## src/rtl/regfile_pkg.sv

```systemverilog
// Shared constants and the operand-forwarding helper for the register file
// writeback path.
package regfile_pkg;
    localparam int ADDR_W = 5;
    localparam int DATA_W = 32;
    localparam int NREG   = 2 ** ADDR_W;

    localparam logic [ADDR_W-1:0] REG_ZERO = '0;

    // Register 0 reads as zero. Otherwise the in-flight writeback beats the stale array value.
    function automatic logic [DATA_W-1:0] fwd_pick(
        input logic [ADDR_W-1:0] rd_addr,
        input logic              wb_valid,
        input logic [ADDR_W-1:0] wb_addr,
        input logic [DATA_W-1:0] wb_data,
        input logic [DATA_W-1:0] rf_data
    );
        if (rd_addr == REG_ZERO)
            return '0;
        else if (wb_valid && (wb_addr == rd_addr))
            return wb_data;
        else
            return rf_data;
    endfunction
endpackage

```

## src/rtl/regfile_scoreboard.sv

```systemverilog
// Pending-destination bits for long-latency ops, with two busy lookups for decode.
module regfile_scoreboard
    import regfile_pkg::*;
(
    input  logic              clk,
    input  logic              reset,
    input  logic              set_en,
    input  logic [ADDR_W-1:0] set_rd,
    input  logic              clr_en,
    input  logic [ADDR_W-1:0] clr_rd,
    input  logic [ADDR_W-1:0] rd_addr_1,
    input  logic [ADDR_W-1:0] rd_addr_2,
    output logic              busy_1,
    output logic              busy_2
);
    logic [NREG-1:0] pending;
    logic [NREG-1:0] pending_nxt;

    // Set is applied after clear so a re-issue in the accepting cycle stays pending.
    always_comb begin
        pending_nxt = pending;
        if (clr_en)
            pending_nxt[clr_rd] = 1'b0;
        if (set_en && (set_rd != REG_ZERO))
            pending_nxt[set_rd] = 1'b1;
    end

    always_ff @(posedge clk or posedge reset) begin
        if (reset)
            pending <= '0;
        else
            pending <= pending_nxt;
    end

    assign busy_1 = pending[rd_addr_1] && (rd_addr_1 != REG_ZERO);
    assign busy_2 = pending[rd_addr_2] && (rd_addr_2 != REG_ZERO);
endmodule

```

## src/rtl/regfile_writeback_ctrl.sv

```systemverilog
// Register file write-port arbiter and decode-side forwarding/hazard view.
// The ALU and the long-latency unit share one writeback register.
module regfile_writeback_ctrl
    import regfile_pkg::*;
(
    input  logic              clk,
    input  logic              reset,
    input  logic              alu_valid,
    input  logic [ADDR_W-1:0] alu_rd,
    input  logic [DATA_W-1:0] alu_data,
    input  logic              lu_valid,
    output logic              lu_ready,
    input  logic [ADDR_W-1:0] lu_rd,
    input  logic [DATA_W-1:0] lu_data,
    input  logic              issue_valid,
    input  logic [ADDR_W-1:0] issue_rd,
    output logic              rf_regwrite,
    output logic [ADDR_W-1:0] rf_write_addr,
    output logic [DATA_W-1:0] rf_write_data,
    input  logic [ADDR_W-1:0] rd_addr_1,
    input  logic [ADDR_W-1:0] rd_addr_2,
    input  logic [DATA_W-1:0] rf_data_1,
    input  logic [DATA_W-1:0] rf_data_2,
    output logic [DATA_W-1:0] fwd_data_1,
    output logic [DATA_W-1:0] fwd_data_2,
    output logic              busy_1,
    output logic              busy_2
);
    logic              lu_accept;
    logic              acc_valid;
    logic [ADDR_W-1:0] acc_rd;
    logic [DATA_W-1:0] acc_data;
    logic              wb_valid;
    logic [ADDR_W-1:0] wb_addr;
    logic [DATA_W-1:0] wb_data;

    // Handshake: the long-latency result transfers in a cycle where lu_valid and
    // lu_ready are both high; the ALU cannot stall, so it simply takes the slot
    // and the long-latency unit must hold its payload until it gets through.
    assign lu_ready  = !reset && !alu_valid;
    assign lu_accept = lu_valid && lu_ready;

    always_comb begin
        acc_valid = 1'b0;
        acc_rd    = alu_rd;
        acc_data  = alu_data;
        if (alu_valid) begin
            acc_valid = 1'b1;
        end else if (lu_accept) begin
            acc_valid = 1'b1;
            acc_rd    = lu_rd;
            acc_data  = lu_data;
        end
    end

    always_ff @(posedge clk or posedge reset) begin
        if (reset) begin
            wb_valid <= 1'b0;
            wb_addr  <= '0;
            wb_data  <= '0;
        end else begin
            wb_valid <= acc_valid;
            if (acc_valid) begin
                wb_addr <= acc_rd;
                wb_data <= acc_data;
            end
        end
    end

    // Register 0 writes are dropped here so the array never holds a nonzero r0.
    assign rf_regwrite   = wb_valid && (wb_addr != REG_ZERO);
    assign rf_write_addr = wb_addr;
    assign rf_write_data = wb_data;

    assign fwd_data_1 = fwd_pick(rd_addr_1, wb_valid, wb_addr, wb_data, rf_data_1);
    assign fwd_data_2 = fwd_pick(rd_addr_2, wb_valid, wb_addr, wb_data, rf_data_2);

    regfile_scoreboard u_scoreboard (
        .clk       (clk),
        .reset     (reset),
        .set_en    (issue_valid),
        .set_rd    (issue_rd),
        .clr_en    (lu_accept),
        .clr_rd    (lu_rd),
        .rd_addr_1 (rd_addr_1),
        .rd_addr_2 (rd_addr_2),
        .busy_1    (busy_1),
        .busy_2    (busy_2)
    );
endmodule

```

## config.mk

```make
export PLATFORM = sky130hd
export DESIGN_NAME = regfile_writeback_ctrl
export DESIGN_NICKNAME = d
export VERILOG_FILES = /design/src/rtl/regfile_pkg.sv /design/src/rtl/regfile_scoreboard.sv /design/src/rtl/regfile_writeback_ctrl.sv
export SDC_FILE = /design/constraint.sdc
export NUM_CORES = 1
export LEC_CHECK = 0
export ABC_AREA = 1
export BUFFER_PORTS_ARGS = -buffer_cell sky130_fd_sc_hd__buf_2
export CAP_MARGIN = 20
export CORE_ASPECT_RATIO = 0.75
export CORE_MARGIN = 1.5
export CORE_UTILIZATION = 47
export DETAILED_ROUTE_END_ITERATION = 12
export PLACE_DENSITY_LB_ADDON = 0.12
export SLEW_MARGIN = 10
export SYNTH_ARGS = -nofsm -noshare
export SYNTH_HDL_FRONTEND = slang
export SYNTH_SLANG_ARGS = --single-unit
```

## constraint.sdc

```tcl
create_clock -name clk -period 2.5 [get_ports clk]
set_input_delay 0.5 -clock clk [delete_from_list [all_inputs] [get_ports clk]]
set_output_delay 0.5 -clock clk [all_outputs]
set_load 0.1 [all_outputs]
```

Yosys cells after proc, flatten, opt, wreduce, memory -nomap -nowiden. Index checks and enable logic that the tools add are counted.

Register bits: 70. Input port bits: 158. Output and inout bits: 105. Logic and storage cells: 53.

Magnitude comparators: 6. Eq/ne operators: 2. Mux-type cells: 20. Bitwise gates (word level): 3. Reduce and logical (&&, ||, !) cells: 18.

Operator list (number): 2-to-1 mux 32 bit (8); bitwise AND 32 bit (1); NOT 32 bit (1); bitwise OR 32 bit (1); less-than comparator 5 x 6 -> 1 bit (second input constant) (4); nonzero test 5 bit (4); binary-select mux 1 bit (select 5 bit) (2); demux 1 bit (select 5 bit) (2); equality test 5 bit (2); >= comparator 5 x 1 -> 1 bit (second input constant) (2); logical AND 1 bit (10); zero test 5 bit (2); 2-to-1 mux 5 bit (2); 2-to-1 mux 1 bit (6); zero test 1 bit (2).

Longest topological paths before layout.
Depth after elaboration: 9. Mapped depth: 11. Depth with buffers taken out: 9.

Hierarchy. From an unflattened synthesis, not the netlist that was laid out.

Cells, all modules: 1007. Area, all modules: 6087.1 um2.

Modules (own cells, without submodules): regfile_writeback_ctrl (times used 1, cells an instance 681, area an instance 3952.5 um2, sequential area each 950.9 um2); regfile_scoreboard (times used 1, cells an instance 326, area an instance 2134.5 um2, sequential area each 800.8 um2).

Worst setup path after synthesis. No wires, ideal clock.

Path kind: reg-to-output. Start point: reg wb_addr[2] (netlist: rf_write_addr[2]). End point: out fwd_data_2[0]. Arrival time: 3.844 ns. Required time: 2.000 ns. Slack: -1.844 ns. Cell stages (with the launch flop): 7. Path buffers: 0. Path through: dfrtp_1 > inv_1 > o22ai_1 > nor2_4 > nand3_4 > nand2_1 > a21boi_0.

Word-level cells in the longest chain between the ends: 4.

RTL lines: start: declaration (line regfile_writeback_ctrl.sv:34) `logic [ADDR_W-1:0] wb_addr;`; start signal: assignment (line regfile_writeback_ctrl.sv:64) `wb_addr <= acc_rd;`; equality test 5 bit (line regfile_pkg.sv:20) `else if (wb_valid && (wb_addr == rd_addr))`; logical AND 1 bit (line regfile_pkg.sv:20); 2-to-1 mux 32 bit (line regfile_pkg.sv:20); 2-to-1 mux 32 bit (line regfile_pkg.sv:18) `if (rd_addr == REG_ZERO)`; end: declaration (line regfile_writeback_ctrl.sv:25) `output logic [DATA_W-1:0] fwd_data_2,`.

Every way passes these cells.

Worst setup path after layout.
Start point: reg wb_addr[4] (netlist: rf_write_addr[4]). End point: out fwd_data_1[11].

Word-level cells in the longest chain between the ends: 4.

RTL lines: equality test 5 bit (line regfile_pkg.sv:20); logical AND 1 bit (line regfile_pkg.sv:20); 2-to-1 mux 32 bit (line regfile_pkg.sv:20); 2-to-1 mux 32 bit (line regfile_pkg.sv:18); end: declaration (line regfile_writeback_ctrl.sv:24) `output logic [DATA_W-1:0] fwd_data_1,`.

Every way passes these cells.

==> impl_results.md <==
- Outcome: finished, violations left
- Failing checks: setup timing
- Maximum vdd drop: 0.538 mV
- Slew @ Worst Pin: 0.531 ns
- GR Overflow Total: 0
- H-tree levels: 3
- Fillers: 526
- Part of the cycle the worst path needs: 106%
- Reg2reg end: rf_write_addr[1]
- Most used DFF post-synth: dfrtp_1
- Number of port buffers: 262
- Routed WL per cell: 23.4 um
- Dpl cell area: 8520 sq um
- Worst path cell trace: buf_4, o22ai_2, nor2_4, buf_4, nand3_4, buf_12, nand2_1, a21boi_4, buf_12
- Biggest cell delay along the critical path: 0.47 ns
- Synthesized Nets: 899
- Commonest non-fill, non-tap cell in the layout: buf_2
- DIE AREA: 11700 sq um
- Initial DRC count: 1350
- Final Critical Period: 2.64 ns
- Max-cap violations: 0
- Routed wire length: 27.5 mm
- Final Wtd Congestion: 0.995
- PwrDens: 621 nW/um^2
- Ant diodes: 0
- Setup WS post-layout: -0.141 ns
- # hold bufs at CTS: 0
- Initial antenna violation count: 0
- Yosys reg bits: 70
- CTS Sinks: 70
- First drt pass iteration count: 6
- Fraction of layout cells with a size suffix above 1: 46.2%
- Crit Path Category: flop to output port
- Place WS: -0.00665 ns
- Hold Fails Final Rpt: 0
- Dominant cell type by area after synthesis: dfrtp_1
- Most frequent cells in the layout: 196 x buf_2, 189 x nand2_1, 128 x nand3_1
- Crit path arrival time: 2.14 ns
- Global-route wire length before repair: 38.5 mm
- Vias in the first global route: 6879
- Worst-path fanout max: 11
- Worst clock skew: 0 ns
- Ports: 263
- Setup crit end kind: output port
- Ranking of synthesized cells by area: dfrtp_1 34%, nand2_1 16%, nand3_1 12%, a21boi_1 8.7%, nand4_1 7.8%
- Gate Count Post-Synth: 741
- Crit path buf inv count: 4
- Design area: 9670 sq um
- WP data required: 2.00 ns
- DP HPWL: 17.1 mm
- Via-per-instance ratio: 6.53
- Worst min-delay path category: input pin to async pin
- # rows: 33
- Max Fclk: 0.379 GHz
- Reg clk slew, reported paths: 0.06 ns
- TritonCTS clock tree: done
- Total CTS buffers: 9
- Synth Area per Inst: 7.02 sq um
- Post-synth EDFFs: 0
- Async S/R FF share, synth: 100%
- Starting Density: 47.9%
- Setup violators final: 61
- Seq/Total Area, Yosys: 33.7%
- Routed via count: 7691
- Core Region: 10900 sq um
- CP Depth: 9
- Synthesis Warnings: 0
- Worst hold slack: 0.192 ns
- Worst-skew pair later-pin latency: 0.33 ns
- Yosys top cell area share: 33.7%
- DRC errors left: 0
- Flop2flop setup slack: 1.40 ns
- Slowest CP cell: dfrtp_2
- Start of the worst register-to-register path: rf_write_addr[1]
- CTS root buffer: clkbuf_16
- Unique masters post-synth: 30
- Die Ht: 94.1 um
- Top delay family on crit path: buffers and inverters
- NumNets Final: 1190
- Die extent in x: 124 um
- RSZ-0062 raised after global routing: true
- Netlist Area Pre-Place: 5200 sq um
- Largest net degree at the start of global routing: 39
- Slew Viols, Final: 0
- Area grow syn2layout: 85.8%
- Detail Route Antenna Nets: 0
- Clock Tree Buf Depth: 2
- Slew margin rel.: 64.8%
- Leakage: 4.91 nW
- Cells on worst reg2reg path: 4
- Global-route usage over all layers: 41.7%
- Setup crit start kind: flop
logic make-up (layout without fill, tap and decap cells):
| kind of cell | count (synthesis) | after routing | share of synthesized area, % |
|---|---|---|---|
| AND/OR/NAND/NOR | 431 | 433 | 38.0 |
| buffers and inverters | 85 | 379 | 8.47 |
| AO/OA/AOI/OAI | 155 | 155 | 19.8 |
| flip-flops | 70 | 70 | 33.7 |
final cells by class:
class / instances / area [sq um] / share of cell area (%)
multi-input cells: 588 / 4020 / 41.6
repair buffers: 330 / 3260 / 33.8
flip-flops and latches: 70 / 1760 / 18.2
clock buffers: 10 / 229 / 2.37
well taps: 140 / 175 / 1.81
inverters: 33 / 149 / 1.54
clock inverters: 6 / 70.1 / 0.725
report_power, final:
| group | switching (W) | internal, W | leakage [nW] |
|---|---|---|---|
| clock network | 0.000524 | 0.000780 | 0.136 |
| logic | 0.00208 | 0.00105 | 3.95 |
| registers | 0.000247 | 0.00132 | 0.826 |
state kept, by name (all words and copies together) (netlist names):
signal                count
rf_write_addr             5
u_scoreboard.pending     32
wb_valid                  1
rf_write_data            32
synthesized netlist by cell type (all sizes together) (5+ instances only):
cell type and n:
nor2 14, o22ai 6, a21oi 10, inv 32, o221ai 5, nand2 219, nand4 65, clkbuf 10
nand3 130, dfrtp 70, o21ai 66, a21boi 65, buf 42
per-stage QoR:
step	utilization, %	TNS (ns)	instances	total power (W)
6_report	89.0	-5.16	1177	0.00601
3_3_place_gp	78.5	0	1122	0.00424
5_1_grt	89.0	-8.00	1177	0.00616
2_1_floorplan	-	-3.11	741	0.00341
4_1_cts	86.3	-0.417	1165	0.00577
3_5_place_dp	78.5	-0.00665	1122	0.00429
layer usage:
metal,global-route usage (%),part of all wire (%),vias up
li1,-,-,3191
met4,15.9,6.2,0
met3,8.37,13,177
met5,0,0,-
met2,68.9,46,786
met1,54.4,35,3537
what timing repair did:
item	4_1_cts	5_1_grt
setup buffers	23	8
resized for setup	45	35
setup endpoints to repair	64	66
pin swaps	26	29
cloned	6	6
worst max-delay path by stage:
stage	from	to
finish	rf_write_addr[4]	fwd_data_1[11]
global route	rf_write_addr[4]	fwd_data_1[13]
CTS	rf_write_addr[1]	fwd_data_2[20]
detailed placement	rd_addr_2[0]	fwd_data_2[26]
global placement	rd_addr_2[0]	fwd_data_2[7]
floorplan	rf_write_addr[0]	fwd_data_2[11]
Power figures use the tool's default switching activity.
